==> config.mk <==
export PLATFORM = sky130hd
export DESIGN_NAME = tf530_autoconfig
export DESIGN_NICKNAME = d
export VERILOG_FILES = /design/src/rtl/tf530_autoconfig.sv
export SDC_FILE = /design/constraint.sdc
export NUM_CORES = 1
export LEC_CHECK = 0
export CORE_MARGIN = 3
export CORE_UTILIZATION = 38
export DETAILED_ROUTE_END_ITERATION = 8
export MAX_ROUTING_LAYER = met4
export PLACE_DENSITY = 0.84
export SKIP_CTS_REPAIR_TIMING = 1
export SLEW_MARGIN = 20
export SYNTH_ARGS = -nofsm -noshare
export SYNTH_HDL_FRONTEND = slang
export SYNTH_SLANG_ARGS = --single-unit
==> constraint.sdc <==
create_clock -name CLKCPU -period 3.5 [get_ports CLKCPU]
set_input_delay 0.7 -clock CLKCPU [delete_from_list [all_inputs] [get_ports CLKCPU]]
set_output_delay 0.7 -clock CLKCPU [all_outputs]
set_load 0.02 [all_outputs]
==> src/rtl/tf530_autoconfig.sv <==
// Zorro II AUTOCONFIG responder and fast-RAM address decoder for the TF530.
// Presents one memory board at $E80000, accepts its base address, then
// decodes the assigned RAM range and acknowledges claimed cycles with DSACK1.
module tf530_autoconfig #(
  parameter logic [7:0]  PRODUCT      = 8'h01,
  parameter logic [15:0] MANUFACTURER = 16'h082C,
  parameter logic [31:0] SERIAL       = 32'h00000530,
  parameter logic [2:0]  SIZE_CODE    = 3'b000,
  parameter int unsigned WAIT_CLKS    = 2
) (
  input  logic        CLKCPU,
  input  logic        RESET,
  input  logic [2:0]  FC,
  input  logic [23:1] A,
  input  logic        AS20,
  input  logic        DS20,
  input  logic        RW20,
  input  logic [3:0]  DIN,
  output logic [3:0]  DOUT,
  output logic        DOE,
  output logic        DSACK1,
  output logic        INTSIG,
  output logic        RAMCS,
  output logic        CONFIGURED
);

  typedef enum logic [1:0] {CFG_UNCONF, CFG_CONF, CFG_SHUTUP} cfg_state_e;
  typedef enum logic [1:0] {CYC_IDLE, CYC_WAIT, CYC_ACK} cyc_state_e;

  cfg_state_e cfg_q, cfg_d;
  cyc_state_e cyc_q, cyc_d;
  logic [2:0] cnt_q, cnt_d;
  logic [3:0] base_q, base_d;
  logic [3:0] base_lo_q, base_lo_d;

  logic       cpu_space;
  logic       cfg_hit;
  logic       ram_match;
  logic       ram_hit;
  logic [3:0] cfg_nibble;
  logic       unused_ok;

  // Address decode: config window while unconfigured, base-relative RAM range once configured.
  always_comb begin
    cpu_space = (FC == 3'b111);
    case (SIZE_CODE)
      3'b110:  ram_match = (A[23:21] == base_q[3:1]);
      3'b111:  ram_match = (A[23:22] == base_q[3:2]);
      default: ram_match = (A[23] == base_q[3]);
    endcase
    cfg_hit = (cfg_q == CFG_UNCONF) & ~cpu_space & (A[23:16] == 8'hE8);
    ram_hit = (cfg_q == CFG_CONF) & ~cpu_space & ram_match;
  end

  // AUTOCONFIG ROM: er_Type and $40/$42 read true, everything else reads inverted.
  always_comb begin
    cfg_nibble = '1;
    case (A[6:1])
      6'h00:        cfg_nibble = 4'hE;
      6'h01:        cfg_nibble = {1'b0, SIZE_CODE};
      6'h02:        cfg_nibble = ~PRODUCT[7:4];
      6'h03:        cfg_nibble = ~PRODUCT[3:0];
      6'h04, 6'h05: cfg_nibble = '1;
      6'h08:        cfg_nibble = ~MANUFACTURER[15:12];
      6'h09:        cfg_nibble = ~MANUFACTURER[11:8];
      6'h0A:        cfg_nibble = ~MANUFACTURER[7:4];
      6'h0B:        cfg_nibble = ~MANUFACTURER[3:0];
      6'h0C:        cfg_nibble = ~SERIAL[31:28];
      6'h0D:        cfg_nibble = ~SERIAL[27:24];
      6'h0E:        cfg_nibble = ~SERIAL[23:20];
      6'h0F:        cfg_nibble = ~SERIAL[19:16];
      6'h10:        cfg_nibble = ~SERIAL[15:12];
      6'h11:        cfg_nibble = ~SERIAL[11:8];
      6'h12:        cfg_nibble = ~SERIAL[7:4];
      6'h13:        cfg_nibble = ~SERIAL[3:0];
      6'h20, 6'h21: cfg_nibble = '0;
      default:      cfg_nibble = '1;
    endcase
  end

  // Cycle FSM next state; config writes commit on the edge that enters ACK.
  always_comb begin
    cyc_d     = cyc_q;
    cnt_d     = cnt_q;
    cfg_d     = cfg_q;
    base_d    = base_q;
    base_lo_d = base_lo_q;
    case (cyc_q)
      CYC_IDLE: begin
        if (~AS20 && (cfg_hit || ram_hit)) begin
          cyc_d = CYC_WAIT;
          cnt_d = 3'(WAIT_CLKS - 1);
        end
      end
      CYC_WAIT: begin
        if (AS20) begin
          cyc_d = CYC_IDLE;
        end else if (cnt_q == '0) begin
          cyc_d = CYC_ACK;
          if (cfg_hit && !RW20 && !DS20) begin
            case (A[6:1])
              6'h24: begin
                base_d = DIN;
                cfg_d  = CFG_CONF;
              end
              6'h25:   base_lo_d = DIN;
              6'h26:   cfg_d     = CFG_SHUTUP;
              default: ;
            endcase
          end
        end else begin
          cnt_d = cnt_q - 3'd1;
        end
      end
      CYC_ACK: begin
        if (AS20) cyc_d = CYC_IDLE;
      end
      default: cyc_d = CYC_IDLE;
    endcase
  end

  // State registers; reset discards configuration and any cycle in flight.
  always_ff @(posedge CLKCPU or posedge RESET) begin
    if (RESET) begin
      cyc_q     <= CYC_IDLE;
      cfg_q     <= CFG_UNCONF;
      cnt_q     <= '0;
      base_q    <= '0;
      base_lo_q <= '0;
    end else begin
      cyc_q     <= cyc_d;
      cfg_q     <= cfg_d;
      cnt_q     <= cnt_d;
      base_q    <= base_d;
      base_lo_q <= base_lo_d;
    end
  end

  // Bus outputs; the combinational strobes are forced inactive while RESET is high.
  always_comb begin
    INTSIG     = ~((cfg_hit | ram_hit) & ~AS20 & ~RESET);
    RAMCS      = ~(ram_hit & ~AS20 & ~RESET);
    DOE        = cfg_hit & RW20 & ~AS20 & ~RESET;
    DOUT       = DOE ? cfg_nibble : 4'hF;
    DSACK1     = ~(cyc_q == CYC_ACK);
    CONFIGURED = (cfg_q == CFG_CONF);
  end

  assign unused_ok = &{1'b0, A[15:7], base_q, base_lo_q};

endmodule

**Word level (Yosys, flattened, before mapping)**

Memories as Yosys holds them, arrays and structs flattened.
Cells that the tools add are included.

- Register bits after elaboration: 11
- Memory bits (read-only): 256
- Input bits: 35
- Output and inout bits: 9
- Word-level logic and storage cells: 63
- Memories: 1

- Add/sub/neg operators: 1
- Equality and inequality tests: 13
- Mux-type cells: 11
- Bitwise operators: 18
- Reductions and logical operators: 15

Memories:

| name | depth | width | rd ports | clocked after Yosys merged registers in | write ports | RTL line | source |
|---|---|---|---|---|---|---|---|
| (no name shown) | 64 | 4 | 1 | 0 | 0 | 58 | `case (A[6:1])` |

Operators with widths:

| operator | count |
|---|---|
| $eq 6x6->1 const B | 2 |
| $and 1x1->1 | 11 |
| $reduce_and 5->1 | 2 |
| $mux 3 | 3 |
| $eq 8x8->1 const B | 1 |
| $mux 2 | 4 |
| $ne 2x2->1 const B | 4 |
| $not 1->1 | 6 |
| $pmux 2 s3 | 1 |
| $pmux 3 s2 | 1 |
| $eq 2x1->1 const B | 2 |
| $logic_not 2->1 | 2 |
| $mux 4 | 1 |
| $pmux 2 s2 | 1 |
| $reduce_and 4->1 | 1 |
| $reduce_bool 2->1 | 2 |
| $eq 3x3->1 const B | 1 |
| $logic_and 1x1->1 | 3 |
| $logic_not 3->1 | 1 |
| $ne 3x3->1 const B | 1 |
| $reduce_and 3->1 | 1 |
| $sub 3x1->3 const B | 1 |
| $eq 2x2->1 const B | 1 |
| $logic_not 1->1 | 2 |
| other kinds (3) | 3 |

**Depth between registers and ports, before layout**

- Depth after elaboration: 8
- Depth in mapped cells: 7
- Mapped depth without buffers: 7

**Least setup slack after synthesis**

OpenSTA, ideal clock, no wires.

- Path kind: input to output
- Start point: in A[1] (netlist name)
- End point: out DOUT[3]
- Arrival time: 1.848 ns
- Required time: 2.800 ns
- Slack: 0.952 ns
- Stages on the path: 5
- Path buffers: 0
- Cells stage by stage: inv_1 ha_1 or3b_2 a211oi_1 o21ai_0

- Word-level cells in the longest chain between the ends: 2

Ends and longest elaborated chain:

| element | RTL line | source |
|---|---|---|
| from (decl) | 14 | `input logic [23:1] A,` |
| $mem_v2 64x4 | -- |  |
| $mux 4 | 144 | `DOUT = DOE ? cfg_nibble : 4'hF;` |
| to (decl) | 19 | `output logic [3:0] DOUT,` |

No other way between the ends.

**Worst setup path after layout**

- Start point: in A[1] (netlist name)
- End point: out DOUT[0]

The elaborated chain is that of the path after synthesis.

==> impl_metrics.yaml <==
final_layout:
  mostFrequentLayoutCells: "clkdlybuf4s50_1, dfrtp_1, inv_1, nor2_1, ha_1"
  fin_nets: 158
  insertedDiodeCount: 0
  post-route-cell-area_um2: 1080
  drive_above_1_share_pct: 12.3
  area_growth_pct: 59.9
  layout.cells.most_common: "clkdlybuf4s50_1"
placement:
  pre_cts_ws_ns: -0.0692
  dp_hpwl_um: 1530
  gp_congestion: 0.796
  numPortBuffers: 31
  placed_area_um2: 1050
setup_path:
  path_cells: "clkdlybuf4s50_1, inv_1, ha_1, buf_4, nor2_1, a21oi_1, nor3_1, o21ai_0, clkdlybuf4s50_1"
  arrival_ns: 2.59
  start_kind: "input pin"
  regToRegSetupSlack_ns: 1.69
  cpMostUsedCell: "clkdlybuf4s50_1"
  critical_path_class: "in2out"
  crit_slowest_cell: "clkdlybuf4s50_1"
  cp.buffers_inverters: 4
  slowest_delay_ns: 0.62
  required_ns: 2.80
  worstSetupEndpointType: "output port"
  cp_max_fo: 3
  cp_top_family: "buffers and inverters"
power:
  p_sw_share_pct: 30.2
  combPwrFrac_pct: 39.4
  p_leak_nw: 0.464
  power_switching_mw: 0.0946
  vdd_drop_max_mv: 0.315
  seqPwrFrac_pct: 39.3
  clockPowerShare_pct: 21.3
  internal-power_mw: 0.219
  powerDensity_nw_per_um2: 290
clock_tree:
  cts_tree: "yes"
  cts.path.max_buffers: 2
  cts_max_level: 1
  cts_buffers: 3
  cts_root_buf: "clkbuf_4"
  clock_sinks: 8
  worstSkewPairLatency_ns: 0.25
  clkTransAtPathRegs_ns: 0.05
floorplanning:
  fp.dieW_um: 48.2
  start_util_pct: 42.5
  coreArea_um2: 1590
  design.die.area_um2: 2320
  num_io_pins: 44
  rows: 14
  dieHeight_um: 48.2
status:
  status: "complete, no violations"
worst_hold_path:
  hp-class: "reg2reg"
route:
  vias_per_cell: 5.08
  drt_iter0_drc: 6
  ant_nets: 0
  wire_per_inst_um: 13.3
  wl_um: 1840
  num_vias: 701
  drc: 0
  drt-pass1-iter-count: 4
sta:
  setup_viol: 0
  hold_viol: 0
  slew_viol_final: 0
  min_period_over_period_pct: 94.0
  rsz0062_at_grt: "false"
  max_freq_ghz: 0.304
  setup-tns-final_ns: 0
  min_period_ns: 3.29
  setup_ws_ns: 0.210
  finalClockSkew_ns: 0.00328
  tightest_slew_ns: 0.555
  max-slew-margin-rel_pct: 62.9
synth:
  synthDistinctLibCells: 31
  syn-num-nets: 118
  netlist_instances: 76
  synth_warnings: 0
  syn_area_um2: 677
  syn-mean-instance-area_um2: 8.91
  ys_seq_elements: 8
  synth.yosys.seq_area_share_pct: 29.6
global_route:
  grt.overflow.total: 0
  antenna_found_initial: 0
  grt_max_degree: 9
  grt_pass1_wl_um: 2870
  first_global_vias: 698
  grtUsageTotal_pct: 17.7
run:
  cap_violations: 0
## flip-flops by register name, summed over array words and instances, names as in the netlist
name,flops
cnt_q,3
cfg_q,2
cyc_q,2
base_q,1
## synthesized netlist by cell type, drive strengths merged
master   n  area share [%]
a311o    1             1.5
xor2     2             2.6
or2      1            0.92
nand2b   4             3.7
clkbuf   2             1.1
and4bb   1             1.8
nor4     2             1.8
nand4bb  1             1.7
nor4b    2             4.4
and3     2             1.8
dfrtp    8              30
a21boi   1             1.1
o41ai    1             1.3
a22oi    1             1.1
or3b     1             1.3
o21a     1             1.1
xnor2    1             1.3
mux2     1             1.7
and4     1             1.3
ha       7              13
nand3    2             1.5
or4      1             1.1
nor3     3             2.2
nor2     7             3.9
inv      7             3.9
nand3b   2             2.2
a211oi   3             3.3
nand2    1            0.55
nand4b   1             1.3
a21oi    3             2.2
o21ai    5             3.7
## kinds of logic after synthesis
logic type | share of synthesized area (%)
AO/OA/AOI/OAI | 15.3
XOR/XNOR | 3.88
adder cells (fa/ha/maj) | 12.9
multiplexers | 1.66
buffers and inverters | 4.99
AND/OR/NAND/NOR | 31.6
flip-flops | 29.6
## per-layer routing
| metal | global-route usage, % | wire [µm] | vias up |
|---|---|---|---|
| li1 | - | - | 354 |
| met1 | 20.9 | 765 | 320 |
| met2 | 31.3 | 883 | 27 |
| met3 | 4.06 | 186 | 0 |
| met4 | 1.61 | 0 | 0 |
| met5 | - | 0 | - |
## per-stage QoR
step / cells / hold slack, ns / total power [mW] / utilization (%)
2_1_floorplan: 76 / 0.485 / 0.194 / -
3_3_place_gp: 135 / 0.499 / 0.240 / 66.2
3_5_place_dp: 135 / 0.506 / 0.249 / 66.2
4_1_cts: 138 / 0.517 / 0.318 / 67.6
5_1_grt: 138 / 0.530 / 0.343 / 67.9
6_report: 138 / 0.519 / 0.314 / 67.9
## power by group through the flow
stage / combinational (mW) / clock, mW / sequential [mW]
finish: 0.123 / 0.0668 / 0.123
global route: 0.141 / 0.0752 / 0.126
floorplan: 0.0720 / 0 / 0.122
CTS: 0.126 / 0.0693 / 0.123
detailed placement: 0.125 / 0 / 0.125
global placement: 0.117 / 0 / 0.123
## cell type report
| class | instances | area [µm²] |
|---|---|---|
| Timing Repair Buffer | 37 | 360 |
| Multi-Input combinational cell | 59 | 443 |
| Clock buffer | 3 | 22.5 |
| Tap cell | 24 | 30.0 |
| Fill cell | 125 | 512 |
| Inverter | 7 | 26.3 |
| Sequential cell | 8 | 200 |
## path summary, 6_finish.rpt
kind                       startpoint   endpoint  depth (start not counted)
setup / recovery                 A[1]    DOUT[0]                          9
hold / removal              base_q[3]  base_q[3]                          1
setup reg to reg             cnt_q[0]  base_q[3]                          7
hold reg to reg             base_q[3]  base_q[3]                          1
max in group asynchronous       RESET   cnt_q[2]                          2
min in group asynchronous       RESET   cfg_q[0]                          2
Power figures use the tool's default switching activity.
